[src/rtl/i2c_xfer_ctrl_pkg.sv]
// Shared bit-transmitter command codes used between the transfer controller
// and the bit transmitter.
package i2c_xfer_ctrl_pkg;

    localparam logic [2:0] CMDIDLE  = 3'd0;
    localparam logic [2:0] CMDSTART = 3'd1;
    localparam logic [2:0] CMDSTOP  = 3'd2;
    localparam logic [2:0] CMDBIT0  = 3'd3;
    localparam logic [2:0] CMDBIT1  = 3'd4;
    localparam logic [2:0] CMDRBIT  = 3'd5;
    localparam logic [2:0] CMDWAIT  = 3'd6;

    // Map a data bit onto the matching bit-write command.
    function automatic logic [2:0] bit_cmd(input logic b);
        return b ? CMDBIT1 : CMDBIT0;
    endfunction

endpackage

[src/rtl/i2c_xfer_ctrl.sv]
// Single-byte I2C transfer controller: sequences START, address, ack, one data
// byte (write or read) and STOP through the bit transmitter, one command per
// bit with an ISSUE/RELEASE handshake on bx_ready.
module i2c_xfer_ctrl
    import i2c_xfer_ctrl_pkg::*;
#(
    parameter logic ABORT_ON_NACK = 1'b1
) (
    input  logic       clk,
    input  logic       reset,
    input  logic       req,
    input  logic       rw,
    input  logic [6:0] addr,
    input  logic [7:0] wdata,
    output logic       busy,
    output logic       done,
    output logic [7:0] rdata,
    output logic       nack,
    output logic [2:0] bx_cmd,
    input  logic       bx_ready,
    input  logic       bx_sck,
    input  logic       bx_sda
);

    typedef enum logic [3:0] {
        S_IDLE, S_START, S_ADDR, S_AACK, S_WDATA,
        S_WACK, S_RDATA, S_MNACK, S_STOP, S_DONE
    } state_t;

    typedef enum logic {PH_ISSUE, PH_RELEASE} phase_t;

    state_t      state, state_n;
    phase_t      phase, phase_n;
    logic [3:0]  bitcnt, bitcnt_n;
    logic        rw_q;
    logic [6:0]  addr_q;
    logic [7:0]  wdata_q;
    logic        sck_q;
    logic        cap;
    logic        got;
    logic        advance;
    logic [2:0]  step_cmd;
    logic [2:0]  sel;
    logic [7:0]  addr_frame;
    logic        is_rbit;
    logic        sck_rise;
    logic        bit_now;

    assign addr_frame = {addr_q, rw_q};
    assign sel        = 3'd7 - bitcnt[2:0];
    assign is_rbit    = (state == S_AACK) || (state == S_WACK) || (state == S_RDATA);
    assign sck_rise   = bx_sck & ~sck_q;
    // A rise seen in the step's final cycle still counts for that step.
    assign bit_now    = (is_rbit && sck_rise && !got) ? bx_sda : cap;
    assign busy       = (state != S_IDLE) && (state != S_DONE);
    assign done       = (state == S_DONE);

    // State, phase and bit-counter registers.
    always_ff @(posedge clk) begin
        if (reset) begin
            state  <= S_IDLE;
            phase  <= PH_ISSUE;
            bitcnt <= '0;
        end else begin
            state  <= state_n;
            phase  <= phase_n;
            bitcnt <= bitcnt_n;
        end
    end

    // Next-state, handshake phase and command selection.
    always_comb begin
        state_n  = state;
        phase_n  = phase;
        bitcnt_n = bitcnt;
        advance  = 1'b0;
        bx_cmd   = CMDIDLE;

        case (state)
            S_START:              step_cmd = CMDSTART;
            S_ADDR:               step_cmd = bit_cmd(addr_frame[sel]);
            S_WDATA:              step_cmd = bit_cmd(wdata_q[sel]);
            S_AACK, S_WACK,
            S_RDATA:              step_cmd = CMDRBIT;
            S_MNACK:              step_cmd = CMDBIT1;
            S_STOP:               step_cmd = CMDSTOP;
            default:              step_cmd = CMDIDLE;
        endcase

        case (state)
            S_IDLE: begin
                if (req) begin
                    state_n  = S_START;
                    phase_n  = PH_ISSUE;
                    bitcnt_n = '0;
                end
            end
            S_DONE: begin
                state_n = S_IDLE;
                phase_n = PH_ISSUE;
            end
            default: begin
                if (phase == PH_ISSUE) begin
                    bx_cmd = step_cmd;
                    if (bx_ready) phase_n = PH_RELEASE;
                end else begin
                    bx_cmd = CMDWAIT;
                    if (!bx_ready) begin
                        advance = 1'b1;
                        phase_n = PH_ISSUE;
                        case (state)
                            S_START: begin
                                state_n  = S_ADDR;
                                bitcnt_n = '0;
                            end
                            S_ADDR: begin
                                if (bitcnt == 4'd7) begin
                                    state_n  = S_AACK;
                                    bitcnt_n = '0;
                                end else begin
                                    bitcnt_n = bitcnt + 4'd1;
                                end
                            end
                            S_AACK: begin
                                bitcnt_n = '0;
                                if (bit_now && ABORT_ON_NACK) state_n = S_STOP;
                                else if (rw_q)                state_n = S_RDATA;
                                else                          state_n = S_WDATA;
                            end
                            S_WDATA: begin
                                if (bitcnt == 4'd7) begin
                                    state_n  = S_WACK;
                                    bitcnt_n = '0;
                                end else begin
                                    bitcnt_n = bitcnt + 4'd1;
                                end
                            end
                            S_WACK:  state_n = S_STOP;
                            S_RDATA: begin
                                if (bitcnt == 4'd7) begin
                                    state_n  = S_MNACK;
                                    bitcnt_n = '0;
                                end else begin
                                    bitcnt_n = bitcnt + 4'd1;
                                end
                            end
                            S_MNACK: state_n = S_STOP;
                            S_STOP:  state_n = S_DONE;
                            default: state_n = S_IDLE;
                        endcase
                    end
                end
            end
        endcase
    end

    // Request latching, SCK edge capture and result registers.
    always_ff @(posedge clk) begin
        if (reset) begin
            rw_q    <= 1'b0;
            addr_q  <= '0;
            wdata_q <= '0;
            rdata   <= '0;
            nack    <= 1'b0;
            sck_q   <= 1'b0;
            cap     <= 1'b1;
            got     <= 1'b0;
        end else begin
            sck_q <= bx_sck;
            if (state == S_IDLE && req) begin
                rw_q    <= rw;
                addr_q  <= addr;
                wdata_q <= wdata;
                rdata   <= '0;
                nack    <= 1'b0;
            end
            if (advance) begin
                got <= 1'b0;
                cap <= 1'b1;
                if (state == S_AACK || state == S_WACK) nack <= bit_now;
                if (state == S_RDATA) rdata <= {rdata[6:0], bit_now};
            end else if (!is_rbit) begin
                got <= 1'b0;
                cap <= 1'b1;
            end else if (sck_rise && !got) begin
                got <= 1'b1;
                cap <= bx_sda;
            end
        end
    end

endmodule

[config.mk]
export PLATFORM = sky130hd
export DESIGN_NAME = i2c_xfer_ctrl
export DESIGN_NICKNAME = d
export VERILOG_FILES = /design/src/rtl/i2c_xfer_ctrl_pkg.sv /design/src/rtl/i2c_xfer_ctrl.sv
export SDC_FILE = /design/constraint.sdc
export NUM_CORES = 1
export LEC_CHECK = 0
export ABC_CLOCK_PERIOD_IN_PS = 2830
export CORE_ASPECT_RATIO = 1.4
export CORE_MARGIN = 5
export CORE_UTILIZATION = 55
export CTS_CLUSTER_SIZE = 24
export DETAILED_ROUTE_END_ITERATION = 10
export GPL_TIMING_DRIVEN = 0
export PLACE_DENSITY_LB_ADDON = 0.1
export REMOVE_ABC_BUFFERS = 1
export SETUP_SLACK_MARGIN = 0.02
export SYNTH_ARGS = -nofsm -noshare
export SYNTH_HDL_FRONTEND = slang
export SYNTH_SLANG_ARGS = --single-unit
[constraint.sdc]
create_clock -name clk -period 2.83 [get_ports clk]
set_input_delay 0.4245 -clock clk [delete_from_list [all_inputs] [get_ports clk]]
set_output_delay 0.4245 -clock clk [all_outputs]
set_load 0.01 [all_outputs]
==> results.json <==
{
  "initial_core_util_pct": 56.11,
  "utilization_pct": 70.75,
  "placementRows": 25,
  "grt.overflow.total": 0,
  "status": "finished, final reports clean",
  "post-place-ws_ns": -0.1620,
  "worst_clock_skew_ns": 0.002753,
  "cp_slowest_stage_delay_ns": 0.51,
  "synth.distinct_cells": 42,
  "arrival_ns": 2.25,
  "viasPerCell": 5.826,
  "htree_levels": 2,
  "routed_wl_mm": 4.253,
  "grt_pass1_vias": 1640,
  "pwr_density_cell_nw_per_um2": 521.3,
  "clock-sinks": 37,
  "clk_pin_slew_ns": 0.08,
  "grt_use_total_pct": 19.21,
  "io_buffers": 35,
  "cp-end-kind": "output pin",
  "required_ns": 2.41,
  "path_class": "flop to output pin",
  "p_leak_nw": 0.8247,
  "synthMuxAreaShare_pct": 6.052,
  "grt_max_degree": 38,
  "yosys_most_used_dff": "dfxtp_1",
  "drv_slew": 0,
  "fp.dieW_microns": 59.16,
  "mostFrequentLayoutCell": "nand2_1",
  "seq_area_sq_um": 748.2,
  "core_area_sq_um": 3316,
  "synth-compound-area-share_pct": 21.45,
  "synth_top_family_by_area": "simple AND/OR/NAND/NOR gates",
  "cts_buffers": 5,
  "whs_ns": 0.4567,
  "fin_crit_ns": 2.678,
  "ys_async_sr_fraction_pct": 0,
  "cts_root_buffer": "clkbuf_8",
  "relSlewSlack_pct": 11.80,
  "synthAdderAreaFrac_pct": 0.6725,
  "dr.pass1.iters": 4,
  "timing.fmax_mhz": 373.4,
  "design.die.area_sq_um": 4662,
  "syn_to_final_growth_pct": 26.09,
  "place_hpwl_mm": 2.881,
  "tns_ns": 0,
  "grt_pass1_wl_mm": 7.141,
  "path_cells": "or2_2 -> a21oi_1 -> nor2_1 -> o21ai_0 -> o221ai_1 -> clkdlybuf4s50_1",
  "worst_slew_pin_slew_ns": 1.319,
  "maxCapViolCount": 0,
  "finalSetupViolCount": 0,
  "cts_tree": "built",
  "vias": 1777,
  "synth_simple_gate_area_share_pct": 26.23,
  "globalplace.congestion": 0.9097,
  "synth_warnings": 0,
  "dr.first_iter.drc_count": 115,
  "avgRoutedWirePerCell_microns": 13.94,
  "finalCritPeriodShare_pct": 94.64,
  "cts_hold_buf": 0,
  "multiInputGateArea_sq_um": 1026,
  "cp_slowest_cell": "clkdlybuf4s50_1",
  "synth-xor-area-share_pct": 0.4707,
  "drc": 0,
  "antenna_found_initial": 0,
  "ys_seq_area_share_pct": 39.81,
  "synth-edff-count": 0,
  "dp.cells": 295,
  "fin_cells": 305,
  "rsz0062_at_grt": "false",
  "clk_path_buf_depth": 2,
  "nFillCells": 289,
  "start_kind": "flop",
  "mostFrequentLayoutCells": "nand2_1, clkdlybuf4s50_1, dfxtp_1",
  "vdd_ir_drop_max_uv": 485.9,
  "synth_top_cell_by_area": "dfxtp_1",
  "ant_nets": 0,
  "fin_nets": 287,
  "hold_class": "flop to flop",
  "layout_setup_ws_ns": 0.1516,
  "insertion_delay_ns": 0.29,
  "num_antenna_cells": 0,
  "drive_gt1_share_pct": 8.679,
  "synth_top_cell_area_share_pct": 39.81,
  "hold_viol": 0,
  "synth-seq-cells": 37,
  "syn_area_per_cell_sq_um": 7.850,
  "synth_area_leaders": "dfxtp_1, nand2_1, a21oi_1",
  "cp_max_fo": 18,
  "syn_area_sq_um": 1861,
  "io_pins": 36,
  "synth_cells": 237,
  "die_h_microns": 78.82
}
cell families (layout without fill, tap and decap cells):
logic type	count (synthesis)	after routing
muxes	10	10
adders and majority gates	1	1
AOI/OAI and AO/OA	64	64
buffers and inverters	22	50
and+or+nand+nor	102	102
xor gates and xnor gates	1	1
DFF	37	37
worst paths after layout:
kind / end / depth (start not counted) / slack [ns] / startpoint
max reg2reg: rdata[6] / 5 / 0.66 / state[1]
max: bx_cmd[2] / 6 / 0.15 / state[3]
min: addr_q[1] / 2 / 0.46 / addr_q[1]
min reg2reg: addr_q[1] / 2 / 0.46 / addr_q[1]
power by group:
part	internal (mW)	total (mW)	switching, mW
Combinational	0.0605	0.121	0.0608
Clock	0.355	0.550	0.196
Sequential	0.536	0.551	0.0153
Total	0.951	1.22	0.272
per-stage QoR:
stage	area [sq um]	power, mW
6_report	2346	1.223
5_1_grt	2346	1.269
4_1_cts	2320	1.234
3_5_place_dp	2181	0.6840
3_3_place_gp	2181	0.6825
2_1_floorplan	1780	0.6234
area by class of cell:
class	count	area share, %
well taps	40	2.133
clock buffers	5	2.933
repair buffers	37	15.57
clock inverters	3	2.933
multi-input cells	178	43.73
inverters	5	0.8000
flip-flops and latches	37	31.89
registers in the layout, indices dropped and copies added, names as in the netlist:
name and count:
bitcnt 4, state 4, phase 1, wdata_q 8, rw_q 1, nack 1
sck_q 1, addr_q 7, cap 1, got 1, rdata 8
Yosys cell counts, types with 3 or more instances:
| library cell | instances |
|---|---|
| nand2_1 | 45 |
| dfxtp_1 | 37 |
| a21oi_1 | 27 |
| nor2_1 | 20 |
| clkbuf_1 | 11 |
| o21ai_0 | 10 |
| mux2i_1 | 9 |
| a22oi_1 | 8 |
| nor3_1 | 7 |
| nand3_1 | 6 |
| nor2b_1 | 6 |
| inv_1 | 5 |
| buf_2 | 4 |
| a21o_1 | 3 |
| nand3b_1 | 3 |
| or4_1 | 3 |
repair_timing:
| item | 4_1_cts | 5_1_grt |
|---|---|---|
| endpoints found under the setup margin | 3 | 11 |
| endpoints found under the hold margin | 0 | 0 |
| gates resized for setup | 1 | 6 |
| buffers inserted | 0 | 2 |
per-layer routing:
metal	track usage, %	routed length [microns]
met5	0	0
met4	7.937	70
met3	4.065	182
met2	32.52	2149
met1	22.98	1851
critical path: cells and delay by family, from the launching register on:
kind / cells / cell delay, ns
AO/OA/AOI/OAI: 3 / 0.51
buffers and inverters: 1 / 0.51
flip-flops: 1 / 0.49
AND/OR/NAND/NOR: 2 / 0.46
No activity file was read; power rests on OpenSTA's default activity.
